### src/rtl/mem_copy_master_pkg.sv
`default_nettype none
// ============================================================================
// mcu_bus_pkg : shared MCU data-bus widths and block-copy FSM state encoding
// Revision    : 1.0
// ============================================================================
package mcu_bus_pkg;

    localparam int MCU_ADDR_W = 32;
    localparam int MCU_DATA_W = 32;
    localparam int MCU_LEN_W  = 8;

    typedef enum logic [2:0] {
        ST_IDLE   = 3'd0,
        ST_READ   = 3'd1,
        ST_WRITE  = 3'd2,
        ST_VERIFY = 3'd3,
        ST_DONE   = 3'd4
    } state_e;

endpackage
`default_nettype wire

### src/rtl/mem_copy_master_if.sv
`default_nettype none
// ============================================================================
// mem_copy_master_if : control handshake plus data-memory bus of the copier
// Revision           : 1.0
// ============================================================================
interface mem_copy_master_if
    import mcu_bus_pkg::*;
#(
    parameter int ADDR_W = MCU_ADDR_W,
    parameter int DATA_W = MCU_DATA_W,
    parameter int LEN_W  = MCU_LEN_W
) ();

    logic              start;
    logic [ADDR_W-1:0] src_addr;
    logic [ADDR_W-1:0] dst_addr;
    logic [LEN_W-1:0]  len;
    logic              busy;
    logic              done;
    logic              err;
    logic [ADDR_W-1:0] mem_addr;
    logic              mem_we;
    logic [DATA_W-1:0] mem_wdata;
    logic [DATA_W-1:0] mem_rdata;

    modport master (
        input  start, src_addr, dst_addr, len, mem_rdata,
        output busy, done, err, mem_addr, mem_we, mem_wdata
    );

    modport slave (
        output start, src_addr, dst_addr, len, mem_rdata,
        input  busy, done, err, mem_addr, mem_we, mem_wdata
    );

endinterface
`default_nettype wire

### src/rtl/mem_copy_master_addr_gen.sv
`default_nettype none
// ============================================================================
// mem_copy_addr_gen : captured src/dst bases and word index of a block copy
// Revision          : 1.0
// ============================================================================
module mem_copy_addr_gen #(
    parameter int ADDR_W = 32,
    parameter int LEN_W  = 8
) (
    input  wire logic              clk,
    input  wire logic              rst_n,
    input  wire logic              load_i,
    input  wire logic [ADDR_W-1:0] src_i,
    input  wire logic [ADDR_W-1:0] dst_i,
    input  wire logic [LEN_W-1:0]  len_i,
    input  wire logic              inc_i,
    output logic      [ADDR_W-1:0] src_addr_o,
    output logic      [ADDR_W-1:0] dst_addr_o,
    output logic                   last_o
);

    logic [ADDR_W-1:0] src_q;
    logic [ADDR_W-1:0] dst_q;
    logic [LEN_W-1:0]  len_q;
    logic [LEN_W-1:0]  index_q;
    logic [LEN_W-1:0]  index_d;

    always_comb begin
        index_d = index_q;
        if (load_i) begin
            index_d = '0;
        end else if (inc_i) begin
            index_d = index_q + LEN_W'(1);
        end
    end

    always_ff @(posedge clk or negedge rst_n) begin
        if (!rst_n) begin
            src_q   <= '0;
            dst_q   <= '0;
            len_q   <= '0;
            index_q <= '0;
        end else begin
            if (load_i) begin
                src_q <= src_i;
                dst_q <= dst_i;
                len_q <= len_i;
            end
            index_q <= index_d;
        end
    end

    // Address sums wrap modulo 2^ADDR_W by construction.
    assign src_addr_o = src_q + ADDR_W'(index_q);
    assign dst_addr_o = dst_q + ADDR_W'(index_q);
    assign last_o     = ((index_q + LEN_W'(1)) == len_q);

endmodule
`default_nettype wire

### src/rtl/mem_copy_master.sv
`default_nettype none
// ============================================================================
// mem_copy_master : forward word-by-word block copy initiator for data memory
// Option          : MEMCPY_VERIFY_EN adds a read-back compare after each write
// Revision        : 1.0
// ============================================================================
module mem_copy_master
    import mcu_bus_pkg::*;
#(
    parameter int ADDR_W = MCU_ADDR_W,
    parameter int DATA_W = MCU_DATA_W,
    parameter int LEN_W  = MCU_LEN_W
) (
    input  wire logic         clk,
    input  wire logic         rst_n,
    mem_copy_master_if.master bus
);

    state_e            state_q;
    state_e            state_d;
    logic [DATA_W-1:0] data_q;
    logic [DATA_W-1:0] data_d;
    logic              load;
    logic              inc;
    logic [ADDR_W-1:0] src_addr;
    logic [ADDR_W-1:0] dst_addr;
    logic              last;
`ifdef MEMCPY_VERIFY_EN
    logic              err_q;
    logic              err_d;
`endif

    mem_copy_addr_gen #(
        .ADDR_W (ADDR_W),
        .LEN_W  (LEN_W)
    ) u_addr_gen (
        .clk        (clk),
        .rst_n      (rst_n),
        .load_i     (load),
        .src_i      (bus.src_addr),
        .dst_i      (bus.dst_addr),
        .len_i      (bus.len),
        .inc_i      (inc),
        .src_addr_o (src_addr),
        .dst_addr_o (dst_addr),
        .last_o     (last)
    );

    always_comb begin
        state_d = state_q;
        data_d  = data_q;
        load    = 1'b0;
        inc     = 1'b0;
`ifdef MEMCPY_VERIFY_EN
        err_d   = err_q;
`endif
        case (state_q)
            ST_IDLE: begin
                if (bus.start) begin
                    load    = 1'b1;
`ifdef MEMCPY_VERIFY_EN
                    err_d   = 1'b0;
`endif
                    state_d = (bus.len == '0) ? ST_DONE : ST_READ;
                end
            end
            ST_READ: begin
                data_d  = bus.mem_rdata;
                state_d = ST_WRITE;
            end
            ST_WRITE: begin
`ifdef MEMCPY_VERIFY_EN
                // Index advances after the read-back so VERIFY reuses dst+index.
                state_d = ST_VERIFY;
`else
                inc     = 1'b1;
                state_d = last ? ST_DONE : ST_READ;
`endif
            end
`ifdef MEMCPY_VERIFY_EN
            ST_VERIFY: begin
                inc = 1'b1;
                if (bus.mem_rdata != data_q) begin
                    err_d = 1'b1;
                end
                state_d = last ? ST_DONE : ST_READ;
            end
`endif
            ST_DONE: begin
                state_d = ST_IDLE;
            end
            default: begin
                state_d = ST_IDLE;
            end
        endcase
    end

    always_ff @(posedge clk or negedge rst_n) begin
        if (!rst_n) begin
            state_q <= ST_IDLE;
            data_q  <= '0;
        end else begin
            state_q <= state_d;
            data_q  <= data_d;
        end
    end

`ifdef MEMCPY_VERIFY_EN
    always_ff @(posedge clk or negedge rst_n) begin
        if (!rst_n) begin
            err_q <= 1'b0;
        end else begin
            err_q <= err_d;
        end
    end

    assign bus.err = err_q;
`else
    assign bus.err = 1'b0;
`endif

    always_comb begin
        bus.busy      = (state_q != ST_IDLE);
        bus.done      = (state_q == ST_DONE);
        bus.mem_we    = (state_q == ST_WRITE);
        bus.mem_wdata = (state_q == ST_WRITE) ? data_q : '0;
        case (state_q)
            ST_READ:   bus.mem_addr = src_addr;
            ST_WRITE:  bus.mem_addr = dst_addr;
            ST_VERIFY: bus.mem_addr = dst_addr;
            default:   bus.mem_addr = '0;
        endcase
    end

endmodule
`default_nettype wire
### src/flat_wrapper.sv
// flat-port wrapper written by rule: the top's interface ports become plain ports
module mem_copy_master_flat import mcu_bus_pkg::*;
#(
    parameter int ADDR_W = MCU_ADDR_W,
    parameter int DATA_W = MCU_DATA_W,
    parameter int LEN_W  = MCU_LEN_W
)
  (clk, rst_n, bus_start, bus_src_addr, bus_dst_addr, bus_len, bus_mem_rdata, bus_busy, bus_done, bus_err, bus_mem_addr, bus_mem_we, bus_mem_wdata);
  mem_copy_master_if #(.ADDR_W(ADDR_W), .DATA_W(DATA_W), .LEN_W(LEN_W)) bus_i ();
  input  wire logic clk;
  input  wire logic rst_n;
  input wire logic [$bits(bus_i.start)-1:0] bus_start;
  input wire logic [$bits(bus_i.src_addr)-1:0] bus_src_addr;
  input wire logic [$bits(bus_i.dst_addr)-1:0] bus_dst_addr;
  input wire logic [$bits(bus_i.len)-1:0] bus_len;
  input wire logic [$bits(bus_i.mem_rdata)-1:0] bus_mem_rdata;
  output wire logic [$bits(bus_i.busy)-1:0] bus_busy;
  output wire logic [$bits(bus_i.done)-1:0] bus_done;
  output wire logic [$bits(bus_i.err)-1:0] bus_err;
  output wire logic [$bits(bus_i.mem_addr)-1:0] bus_mem_addr;
  output wire logic [$bits(bus_i.mem_we)-1:0] bus_mem_we;
  output wire logic [$bits(bus_i.mem_wdata)-1:0] bus_mem_wdata;
  assign bus_i.start = bus_start;
  assign bus_i.src_addr = bus_src_addr;
  assign bus_i.dst_addr = bus_dst_addr;
  assign bus_i.len = bus_len;
  assign bus_i.mem_rdata = bus_mem_rdata;
  assign bus_busy = bus_i.busy;
  assign bus_done = bus_i.done;
  assign bus_err = bus_i.err;
  assign bus_mem_addr = bus_i.mem_addr;
  assign bus_mem_we = bus_i.mem_we;
  assign bus_mem_wdata = bus_i.mem_wdata;
  mem_copy_master #(.ADDR_W(ADDR_W), .DATA_W(DATA_W), .LEN_W(LEN_W)) u_core (.clk(clk), .rst_n(rst_n), .bus(bus_i));
endmodule
### config.mk
export PLATFORM = sky130hd
export DESIGN_NAME = mem_copy_master_flat
export DESIGN_NICKNAME = d
export VERILOG_FILES = /design/src/rtl/mem_copy_master_pkg.sv /design/src/rtl/mem_copy_master_if.sv /design/src/rtl/mem_copy_master_addr_gen.sv /design/src/rtl/mem_copy_master.sv /design/src/flat_wrapper.sv
export SDC_FILE = /design/constraint.sdc
export NUM_CORES = 1
export LEC_CHECK = 0
export CELL_PAD_IN_SITES_DETAIL_PLACEMENT = 0
export CELL_PAD_IN_SITES_GLOBAL_PLACEMENT = 1
export CORE_UTILIZATION = 25
export CTS_CLUSTER_SIZE = 24
export DETAILED_ROUTE_END_ITERATION = 6
export GPL_TIMING_DRIVEN = 0
export PLACE_DENSITY = 0.58
export RECOVER_POWER = 50
export SYNTH_ARGS = -nofsm -noshare
export SYNTH_HDL_FRONTEND = slang
export SYNTH_SLANG_ARGS = --single-unit
### constraint.sdc
create_clock -name clk -period 4.6 [get_ports clk]
set_input_delay 0.92 -clock clk [delete_from_list [all_inputs] [get_ports clk]]
set_output_delay 0.92 -clock clk [all_outputs]
set_load 0.02 [all_outputs]
==> out/metrics.yaml <==
run_status:
  status: "finished with violations"
  failed_checks: "max-capacitance violations, max-slew violations"
finish:
  final_nets: 1064
  layoutNonFillerInstCount: 1288
  area_delta_synth_final_pct: 45.9
  n_fill_cell: 2605
  drive_gt1_share_pct: 13.3
  antennaDiodeCount: 0
worst_setup_path:
  crit_path_start_kind: "register"
  timing.critical_path.required_ns: 3.68
  crit_path_frequent_cell: "buf_4"
  cell_chain_critical_path: "or2b_1 > buf_6 > buf_8 > nand2_1 > nand2_1 > ha_2 > fa_2 > nand3_1 > a21oi_2 > o211ai_1 > buf_4 > nor4b_4 > buf_4 > and3_1 > nor3_2 > buf_4"
  cp_max_fo: 19
  setup.worst_path.class: "reg -> out"
  worst-path-buf-inv: 5
  cp_slowest_cell: "dfrtp_1"
  cp_slowest_stage_delay_ns: 0.39
  critical_path.endpoint_type: "output pin"
  critical_path.top_delay_family: "simple AND/OR/NAND/NOR gates"
  cp.arrival_ns: 3.45
synthesis:
  netlist_top_cells_area: "dfrtp_1, nand2_1, mux2_2"
  post_synth_instance_area_um2: 6410
  top_ff_cell_synth: "dfrtp_1"
  yosys-top-cells-count: "nand2_1, dfrtp_1, nor2_1, and2_1, mux2_2"
  number_of_flops_mapped_to_enable_cells_by_yosys: 0
  synth_sequential_area_ratio_pct: 44.9
  synthesized_flop_and_latch_total: 115
  synth_largest_area_cell: "dfrtp_1"
  synth_cell_type_count: 53
  synthesized_nets: 860
  syn-mean-instance-area_um2: 8.65
  yosysTopAreaCellShare_pct: 44.9
  yosysWarningCount: 0
  synthArstFlopShare_pct: 100
  post-synth-top-count-cell: "nand2_1"
  synthCells: 741
timing:
  slew-limit-headroom_pct: -62.3
  report.final.slew_viol_count: 41
  finalHoldViolations: 0
  grt_setup_unrepaired: "no"
  final_clock_skew_ns: 0.0141
  finalWorstPathRequiredPeriod_ns: 4.37
  final.period_utilization_pct: 94.9
  fmaxAchievable_mhz: 229
  fin_tns_setup_ns: 0
  final_report_setup_violation_count: 0
  timing_worst_slew_pin_value_ns: 2.43
placement:
  dp_hpwl_mm: 15.7
  port-buffer-count: 173
  dp_cells: 1245
  final_gp_congestion: 0.786
drt:
  post-route-drc-count: 0
  drtPass1Iterations: 5
  viasPerCell: 4.38
  num_vias: 5645
  wl_mm: 21.2
  detail_route.iter0.violations: 253
  ant_nets: 0
  wire_per_inst_um: 16.5
grt:
  grt_pass1_wl_mm: 33.9
  antenna_found_initial: 0
  vias_in_the_first_global_route: 5882
  overflow: 0
  grt_max_degree: 76
  grtUsageTotal_pct: 17.1
power:
  power-per-cell-area_nw_per_um2: 715
  power.leakage_nw: 4.30
  worst_ir_drop_vdd_uv: 279
floorplan:
  fp.dieH_um: 162
  die_x_um: 162
  placement_rows: 58
  design.core.area_um2: 25200
  io-pin-count: 175
  initial_utilization_pct: 25.4
  floorplan.die_area_um2: 26300
clock_tree:
  numClockSinks: 115
  worst_setup_hold_path_clk_slew_ns: 0.06
  cts_inserted_buffers: 17
  cts_root_buffer: "clkbuf_16"
  ctsHoldBuffers: 0
  worst_skew_pair.late_latency_ns: 0.42
  buffers_from_clock_root_to_sink_at_most: 2
  cts_htree_levels: 4
  tritoncts_clock_tree: "done"
min_path:
  min-delay-path-class: "reg -> reg"
run:
  max-cap-violations: 1
==> cells in the final DEF (no fill, tap or decap), types with 3 or more instances in the layout <==
master           count
nand2_1            279
clkinv_4             4
o21ai_0             12
inv_1                4
clkbuf_1            26
or2_2                3
ha_1                 8
buf_4               17
nor3_1               8
a31oi_1             12
xor2_1              17
dfrtp_1            115
or4_1                5
nor2_1              38
clkbuf_16           17
nor3_2               3
buf_2                9
clkdlybuf4s50_1    147
o21a_1               3
mux2i_1             18
nand3_1              8
and4_1               3
clkdlybuf4s15_2      3
and3_1               8
clkinvlp_4           5
dlygate4sd2_1       11
nand4_1              4
nor2b_1              4
a21oi_1             11
and2_1              37
and4b_1              7
xnor2_1             18
nor4_2               3
mux2_2              36
==> per-layer routing <==
layer / GRT usage [%] / routed length, µm / vias up
met5: 0 / 0 / -
met4: 4.76 / 186 / 0
met3: 6.44 / 1820 / 15
met2: 26.7 / 9430 / 170
met1: 22.0 / 9810 / 2599
li1: - / - / 2861
==> power by group <==
group          total (mW)  internal [mW]  switching [mW]
combinational        3.50           1.52            1.98
clock                1.35          0.816           0.535
sequential           1.83           1.49           0.336
==> cell type report <==
| class | count | area [µm²] | share of cell area [%] |
|---|---|---|---|
| buffer | 34 | 200 | 2.14 |
| clock buffer | 18 | 439 | 4.70 |
| clock inverter | 14 | 155 | 1.66 |
| inverter | 4 | 15.0 | 0.161 |
| multi-input combinational | 585 | 3450 | 36.9 |
| sequential | 115 | 2880 | 30.8 |
| tap | 330 | 413 | 4.42 |
| timing repair buffer | 188 | 1800 | 19.3 |
==> sequential cells by signal (all words and copies together), names as in the netlist <==
signal and flops:
u_core.data_q 32, u_core.state_q 3, u_core.u_addr_gen.dst_q 32, u_core.u_addr_gen.index_q 8, u_core.u_addr_gen.len_q 8, u_core.u_addr_gen.src_q 32
==> kinds of logic (layout without fill, tap and decap cells) <==
logic type / count (synthesis) / after routing / share of synthesized area (%)
muxes: 54 / 54 / 9.14
adders and majority gates: 12 / 12 / 2.46
AOI/OAI and AO/OA: 60 / 60 / 6.21
other: 1 / 1 / 0.0585
DFF: 115 / 115 / 44.9
buffers and inverters: 41 / 258 / 2.83
and+or+nand+nor: 423 / 423 / 29.6
xor gates and xnor gates: 35 / 35 / 4.79
==> path summary, 6_finish.rpt <==
kind | slack [ns] | endpoint | depth (start not counted) | startpoint
setup / recovery | 0.23 | bus_mem_addr[28] | 16 | u_core.state_q[1]
hold / removal | 0.47 | u_core.u_addr_gen.dst_q[3] | 2 | u_core.u_addr_gen.dst_q[3]
setup reg to reg | 1.72 | u_core.u_addr_gen.src_q[10] | 9 | u_core.state_q[2]
hold reg to reg | 0.47 | u_core.u_addr_gen.dst_q[3] | 2 | u_core.u_addr_gen.dst_q[3]
max in group asynchronous | 1.97 | u_core.u_addr_gen.src_q[9] | 1 | rst_n
min in group asynchronous | 1.23 | u_core.u_addr_gen.dst_q[25] | 1 | rst_n
==> tightest hold or removal path: cells and delay by family, from the launching register on <==
kind,cells,cell delay [ns]
flip-flops,1,0.34
AND/OR/NAND/NOR,2,0.10
==> timing repair <==
action                                  CTS  global route
buffers inserted                         12             2
endpoints found under the setup margin   47            21
pin swaps                                 5             3
gates resized for setup                 105             6
==> per-stage QoR <==
stage | cell area [µm²] | setup slack, ns | hold WS [ns] | power [mW] | util [%]
floorplan | 6410 | 0.0302 | 0.440 | 3.94 | -
global placement | 8550 | -2.42 | 0.459 | 5.38 | 34.0
detailed placement | 8580 | -1.65 | 0.466 | 5.39 | 34.1
CTS | 9360 | 0.000551 | 0.420 | 6.79 | 37.2
global route | 9350 | 0.0379 | 0.496 | 7.20 | 37.1
finish | 9350 | 0.233 | 0.473 | 6.68 | 37.1
Note: power is estimated with default switching activity, not from simulation.
